===== src/rtl/sha_msg_packer.sv =====
// Packs one UART message into a padded 512-bit SHA-256 block and hands it downstream.
// The block is held until the downstream done level rises, then cleared for the next message.
module sha_msg_packer #(
    parameter int          MAX_BYTES    = 55,
    parameter logic [7:0]  TERM_BYTE    = 8'h0D,
    parameter int          IDLE_TIMEOUT = 0
) (
    input  logic         clk,
    input  logic         rst,
    input  logic         i_rx_dv,
    input  logic [7:0]   i_rx_byte,
    input  logic         i_out_done,
    output logic [511:0] o_data,
    output logic         o_sha_start,
    output logic         o_busy,
    output logic [5:0]   o_len,
    output logic         o_drop
);

    localparam int              TW       = (IDLE_TIMEOUT > 1) ? $clog2(IDLE_TIMEOUT) : 1;
    localparam logic [TW-1:0]   TMO_LAST = (IDLE_TIMEOUT > 0) ? TW'(IDLE_TIMEOUT - 1) : '0;
    localparam logic [5:0]      LEN_LAST = 6'(MAX_BYTES - 1);

    typedef enum logic [2:0] {IDLE, COLLECT, PAD, START, WAIT} state_t;

    state_t state, nxt;

    // Byte i of the message lives in blk[63-i], i.e. blk[~i] for a 6-bit index.
    logic [63:0][7:0] blk;
    logic [TW-1:0]    timer;
    logic             done_q;

    logic store, first, pad, clr, tmr_clr, tmr_inc;
    logic is_term, busy;

    assign is_term     = (i_rx_byte == TERM_BYTE);
    assign busy        = (state == PAD) || (state == START) || (state == WAIT);
    assign o_busy      = busy;
    assign o_sha_start = (state == START);
    assign o_data      = blk;

    always_ff @(posedge clk) begin
        if (rst) state <= IDLE;
        else     state <= nxt;
    end

    always_comb begin
        nxt     = state;
        store   = 1'b0;
        first   = 1'b0;
        pad     = 1'b0;
        clr     = 1'b0;
        tmr_clr = 1'b0;
        tmr_inc = 1'b0;
        case (state)
            IDLE: begin
                // A bare terminator is an empty message and is silently ignored.
                if (i_rx_dv && !is_term) begin
                    store   = 1'b1;
                    first   = 1'b1;
                    tmr_clr = 1'b1;
                    nxt     = (MAX_BYTES == 1) ? PAD : COLLECT;
                end
            end
            COLLECT: begin
                if (i_rx_dv) begin
                    if (is_term) begin
                        nxt = PAD;
                    end else begin
                        store   = 1'b1;
                        tmr_clr = 1'b1;
                        if (o_len == LEN_LAST) nxt = PAD;
                    end
                end else if (IDLE_TIMEOUT > 0) begin
                    if (timer == TMO_LAST) nxt = PAD;
                    else                   tmr_inc = 1'b1;
                end
            end
            PAD: begin
                pad = 1'b1;
                nxt = START;
            end
            START: nxt = WAIT;
            WAIT: begin
                // Only a fresh rising edge releases the block; a stale high level does not.
                if (i_out_done && !done_q) begin
                    clr = 1'b1;
                    nxt = IDLE;
                end
            end
            default: nxt = IDLE;
        endcase
    end

    always_ff @(posedge clk) begin
        if (rst) begin
            blk    <= '0;
            o_len  <= '0;
            timer  <= '0;
            done_q <= 1'b0;
            o_drop <= 1'b0;
        end else begin
            done_q <= i_out_done;
            o_drop <= i_rx_dv && busy;
            if (store) begin
                if (first) begin
                    blk[63] <= i_rx_byte;
                    o_len   <= 6'd1;
                end else begin
                    blk[~o_len] <= i_rx_byte;
                    o_len       <= o_len + 6'd1;
                end
            end
            if (pad) begin
                blk[~o_len] <= 8'h80;
                blk[7:0]    <= {55'd0, o_len, 3'd0};
            end
            if (clr) blk <= '0;
            if (tmr_clr)      timer <= '0;
            else if (tmr_inc) timer <= timer + 1'b1;
        end
    end

endmodule


===== config.mk =====
export PLATFORM = sky130hd
export DESIGN_NAME = sha_msg_packer
export DESIGN_NICKNAME = d
export VERILOG_FILES = /design/src/rtl/sha_msg_packer.sv
export SDC_FILE = /design/constraint.sdc
export NUM_CORES = 1
export LEC_CHECK = 0
export BUFFER_PORTS_ARGS = -buffer_cell sky130_fd_sc_hd__buf_2
export CORE_AREA = 4 4 204 206
export DETAILED_ROUTE_END_ITERATION = 6
export DIE_AREA = 0 0 208 210
export GPL_TIMING_DRIVEN = 0
export PLACE_DENSITY = 0.85
export SLEW_MARGIN = 25
export SYNTH_ARGS = -nofsm -noshare
export SYNTH_HDL_FRONTEND = slang
export SYNTH_SLANG_ARGS = --single-unit

===== constraint.sdc =====
create_clock -name clk -period 4.5 [get_ports clk]
set_input_delay 0.9 -clock clk [delete_from_list [all_inputs] [get_ports clk]]
set_output_delay 0.9 -clock clk [all_outputs]
set_load 0.02 [all_outputs]

Word level (Yosys, flattened, before mapping):

Index checks and enable logic that the tools add are counted.

* order comparisons: 2
* reductions and logical operators: 12
* bitwise gates (word level): 4
* add/sub/neg operators: 1
* mux-type cells: 23
* equality and inequality tests: 10

Operators by type and width (count)
* 2-to-1 mux 512 bit: 3
* bitwise mux 512 bit: 1
* 2-to-1 mux 504 bit: 1
* bitwise AND 448 bit: 1
* inverter 448 bit: 1
* OR 64 bit: 1
* demux 8 bit (select 6 bit): 1
* 2-to-1 mux 8 bit: 2
* 2-to-1 mux 3 bit: 5
* case mux 3 bit (5 select lines): 1
* equality test 8 x 4 -> 1 bit (second input constant): 1
* less-than comparator 6 x 7 -> 1 bit (second input constant): 1
* 2-to-1 mux 1 bit: 7
* adder 6 x 1 -> 6 bit (second input constant): 1
* equality test 3 x 2 -> 1 bit (second input constant): 2
* equality test 6 bit (second input constant): 1
* greater-or-equal comparator 6 x 1 -> 1 bit (second input constant): 1
* 2-to-1 mux 6 bit: 1
* inverter 6 bit: 1
* logical AND 1 bit: 4
* inequality test 2 bit (second input constant): 2
* AND reduction 4 bit: 1
* equality test 3 x 1 -> 1 bit (second input constant): 1
* equality test 3 bit (second input constant): 1
* other kinds (8): 10

* word-level logic and storage cells: 122
* output and inout port bits: 521
* input bits: 12
* flip-flop bits (word level): 523

Logic depth before layout (Yosys ltp):

* depth after elaboration: 11
* depth in mapped cells: 8
* mapped depth without buffers: 5

Least setup slack after synthesis:

No wires, ideal clock.

* kind: input-to-reg
* start point: in i_rx_byte[7]
* end point: reg blk, in the netlist o_data[248]
* data required time: 4381 ps
* slack: 1942 ps
* setup time: 119 ps
* stages on the path: 6
* buffers on the path: 3
* data arrival time: 2439 ps
* cell sequence: buf_2 > nor4bb_1 > buf_2 > buf_2 > a2111oi_2 > o221a_2

* cells in the longest elaborated chain, start to end: 10
* elaborated cells between the ends (all ways): 13
* those cells by class: eq/ne (1); mux (9); bitwise (1); reduce/logical (2)

Ends and longest elaborated chain
* start: declaration: line 11 `input logic [7:0] i_rx_byte,`
* equality test 8 x 4 -> 1 bit *: line 36 `assign is_term = (i_rx_byte == TERM_BYTE);`
* zero test 1 bit: line 58 `if (i_rx_dv && !is_term) begin`
* logical AND 1 bit: line 58
* 2-to-1 mux 1 bit: line 58
* 2-to-1 mux 1 bit: line 55 `case (state)`
* 2-to-1 mux 504 bit: line 106 `if (first) begin`
* 2-to-1 mux 512 bit *: line 105 `if (store) begin`
* 2-to-1 mux 512 bit *: line 96 `if (rst) begin`
* bitwise AND 448 bit (no source line)
* 2-to-1 mux 512 bit *: line 114 `if (pad) begin`
* end signal: indexed assignment: line 110 `blk[~o_len] <= i_rx_byte;`
* end: declaration: line 29 `logic [63:0][7:0] blk;`

Every way passes the cells marked *; elsewhere a longest branch is shown, timed or not. The select of a mux whose other input is x is not followed.
A chain may end at the register's enable or synchronous reset.

Worst setup path after layout:

* start point: reg state[0]
* end point: reg blk, in the netlist o_data[213]

* cells in the longest elaborated chain, start to end: 7
* elaborated cells between the ends (all ways): 14
* those cells by class: eq/ne (3); mux (8); bitwise (1); reduce/logical (2)

Ends and longest elaborated chain
* start: declaration: line 26 `state_t state, nxt;`
* start signal: assignment: line 44 `else state <= nxt;`
* zero test 3 bit: line 55
* 2-to-1 mux 1 bit: line 55
* 2-to-1 mux 504 bit: line 106
* 2-to-1 mux 512 bit: line 105
* 2-to-1 mux 512 bit: line 96
* bitwise AND 448 bit (no source line)
* 2-to-1 mux 512 bit: line 114

Several ways; a longest one is shown, not always the timed one. The select of a mux whose other input is x is not followed.

==> impl_summary.md <==
Logic synthesis
For this run, the number of Yosys warnings is 0. The leading register cell type out of synthesis is sky130_fd_sc_hd__dfxtp_1. The post-synth net total is 1915. The async set or reset register ratio after synthesis is 0. The average footprint of a synthesized cell is 10.3 um2. The count of flip-flops with a built-in enable after synthesis is 0. Counting flops and latches in the post-synthesis netlist gives between 500 and 600. After synthesis, the netlist uses 52 different library cells. Of the synthesized area, sequential elements account for 0.533. Synthesis produced a netlist whose cell count is around 1900. In this run the cell area of the synthesized design comes to roughly 20000 um2.

Floorplanning
For this configuration, the core starts out at a cell density of 0.496. The floorplan has 73 rows. between 500 and 600 I/O pins were placed. The die covers about 44000 um2. The horizontal extent of the die is approximately 210 um. Measured along the y axis, the die boundary spans ~210 um. The floorplan step defined a core boundary enclosing about 40000 um2.

STA
After routing, the total negative slack on setup checks comes to 0 ns. The minimum clock period is between 3 and 4 ns. Derived from the worst setup path, the maximum achievable clock frequency is approximately 310 MHz. Across all setup checks in the final design, the least slack found is ~1.3 ns. The total count of max-transition violations in the final report is 0.

Of the available clock period, the critical path in the final layout requires 0.722. The worst slack on hold paths is around 0.46 ns. The pin slew with the least headroom to its limit is 1.12 ns. The worst pin sits at a relative slew slack of 0.251. The count of endpoints failing hold in the final timing report was 0. Setup violations remaining at the end of the flow were counted as 0. Setup repair after global routing left no endpoint under its margin.

The clock arrives with around 0.025 ns of skew.

Power and ir drop
The share of total power dissipated in combinational logic is 0.043. The power density relative to cell area is 389 nW/um2. The analysis attributes to cell leakage a power of approximately 10 nW. Across the VDD grid, the largest voltage drop is approximately 0.31 mV.

The power share of the clock group is 0.478. The switching part of the total is 0.232. The overall power is 0.00969 W.

Of the total power, registers draw 0.479. In this run the power spent charging and discharging nets is about 0.0023 W. The internal power consumption is around 0.0074 W.

Clock network
Clock-pin slew was measured on the worst setup and hold paths at 0.07 ns. Gates resized during post-CTS repair numbered 0. Clock latency on the worst-skew pair, taken at its later pin, is 0.61 ns.

The number of clock buffers added by TritonCTS is 52. Buffers inserted to repair hold after CTS numbered 0. Clock tree synthesis selected as its root buffer the cell sky130_fd_sc_hd__clkbuf_16. The level count of the clock H-tree is 2.

The number of clock sinks is approximately 520. The buffer depth of the longest clock path is 3. Post-CTS timing repair inserted 0 buffers for setup. TritonCTS built the clock tree.

Cells and area
The ratio of cells with drive above 1 in the final layout is 0.362. The antenna diode instance count is 0. Leaving out fill and tap cells, the most frequent cells in the layout are 586 x sky130_fd_sc_hd__buf_2, 523 x sky130_fd_sc_hd__dfxtp_1, 280 x sky130_fd_sc_hd__a21oi_1. Once layout is complete, the cells apart from fillers number between 3000 and 4000. Leaving out fill and tap cells, the most frequent cell in the layout is sky130_fd_sc_hd__buf_2. At the end of the flow, the number of nets in the layout was 2509. Compared with the post-synthesis result, the final layout area differs by 27.0%.

Global routing
The first global-routing pass estimated between 100000 and 150000 um of wire. The number of global-route vias before repair is 18700. Global routing finished with a remaining overflow of 0. The initial antenna violation count was 1. The pin count of the biggest net entering global routing is 15. The overall fraction of global-route tracks in use is 0.357.

Placed design
The worst setup slack after placement is roughly 0.9 ns. The placed wire-length estimate after detailed placement is between 60000 and 70000 um. The congestion estimate from routability-driven global placement came to 0.929. The number of placed instances with taps included is slightly below 3000.

The count of buffers from port buffering is about 530.

Setup path
Along the worst path, the maximum fanout reaches 10. Data on the critical path arrives at its endpoint at 3.69 ns. The critical path goes through nand4bb_1 > buf_2 > a21o_1 > buf_2 > o21ai_2 > buf_6 > clkbuf_1 > a21oi_1.

The worst setup path is launched from a flip-flop. At the worst endpoint, the required time is roughly 5.0 ns. The most numerous cell type found on the critical path is sky130_fd_sc_hd__buf_2.

For this run, the slowest stage of the critical path takes roughly 0.54 ns. STA classifies the critical path endpoint as a flip-flop. For this design, the slowest cell found on the critical path is sky130_fd_sc_hd__clkbuf_1. The worst setup path is of the reg2reg kind. The buffering stage count on the worst path with inverters included is 4.

The cell family contributing the most delay on the critical path is buffers and inverters.

Status
The final reports fail on DRC. The flow ran to the end, but the final reports show violations.

Worst hold path
The worst min-delay path category is reg2reg.

Job
The tool flagged a number of max-cap violations equal to 0.

Drt
After detailed routing, the average wire length per cell comes to ~27 um. The DRC violation count after routing is 8. The number of DRC markers after the initial detailed-route iteration is approximately 2500.

Using the TritonRoute via totals, the vias-per-cell ratio works out to 6.39. Detailed routing inserted a total of 19500 vias. The remaining number of nets flagged by the antenna check after routing is 0. Wires add up to approximately 83000 um.

The number of optimization iterations in the first detailed-route pass is 7.
area by class of cell:
type	instances	area, um2
Clock inverter	22	289
Buffer	182	803
Sequential cell	523	10500
Multi-Input combinational cell	1191	8430
Clock buffer	73	1530
Fill cell	3103	14700
Inverter	5	18.8
Timing Repair Buffer	540	2750
Tap cell	525	657
metrics by stage:
step                area (um2)   util
floorplan                19600      -
global placement         23000  0.579
detailed placement       23100  0.583
CTS                      24900  0.629
global route             24900  0.629
finish                   24900  0.629
worst min-delay path: cells and delay by family (launching register included):
kind	cells	cell delay (ns)
flip-flops	1	0.31
AND/OR/NAND/NOR	1	0.05
multiplexers	1	0.05
kinds of logic after synthesis:
logic type	Yosys count	share of synthesized area
fa+ha+maj	2	0.00127
compound gates	836	0.326
flops	523	0.533
buf+inv	187	0.0415
simple gates	295	0.0690
mux	58	0.0295
synthesized netlist by cell type (6+ instances only):
cell	n	area (um2)
sky130_fd_sc_hd__buf_2	55	275
sky130_fd_sc_hd__nand3_1	19	95.1
sky130_fd_sc_hd__nand2b_1	10	62.6
sky130_fd_sc_hd__a21oi_1	280	1400
sky130_fd_sc_hd__o21a_1	7	52.6
sky130_fd_sc_hd__nor2_1	112	420
sky130_fd_sc_hd__clkbuf_1	112	420
sky130_fd_sc_hd__o21ai_0	267	1340
sky130_fd_sc_hd__a2111oi_4	35	963
sky130_fd_sc_hd__o221a_1	38	428
sky130_fd_sc_hd__mux2i_1	58	581
sky130_fd_sc_hd__nor3b_1	8	60.1
sky130_fd_sc_hd__a31oi_1	6	37.5
sky130_fd_sc_hd__o21ai_1	24	120
sky130_fd_sc_hd__nand3b_1	7	52.6
sky130_fd_sc_hd__a2111oi_2	24	360
sky130_fd_sc_hd__dfxtp_1	523	10500
sky130_fd_sc_hd__o221a_2	139	1570
sky130_fd_sc_hd__nand2_1	105	394
layer usage:
| metal | GRT usage | up-vias | wire, um |
|---|---|---|---|
| met5 | 0 | - | 13 |
| met4 | 0.187 | 2 | 5470 |
| li1 | - | 8307 | - |
| met2 | 0.569 | 1439 | 37700 |
| met3 | 0.103 | 316 | 9330 |
| met1 | 0.443 | 9485 | 30800 |
path summary, 6_finish.rpt:
| check | startpoint | end | slack (ns) | cells after the start |
|---|---|---|---|---|
| hold / removal | flip-flop | flip-flop | 0.46 | 2 |
| hold reg to reg | flip-flop | flip-flop | 0.46 | 2 |
| setup reg to reg | state[0] | o_data[213] | 1.25 | 8 |
| setup / recovery | state[0] | o_data[213] | 1.25 | 8 |
power by group through the flow:
stage / Combinational [W] / Sequential, W / Clock, W
after CTS: 0.000402 / 0.00465 / 0.00461
after global routing: 0.000426 / 0.00465 / 0.00480
final: 0.000416 / 0.00465 / 0.00463
after global placement: 0.000381 / 0.00475 / 0
after detailed placement: 0.000400 / 0.00475 / 0
after floorplan: 0.000216 / 0.00476 / 0
Power figures use the tool's default switching activity.
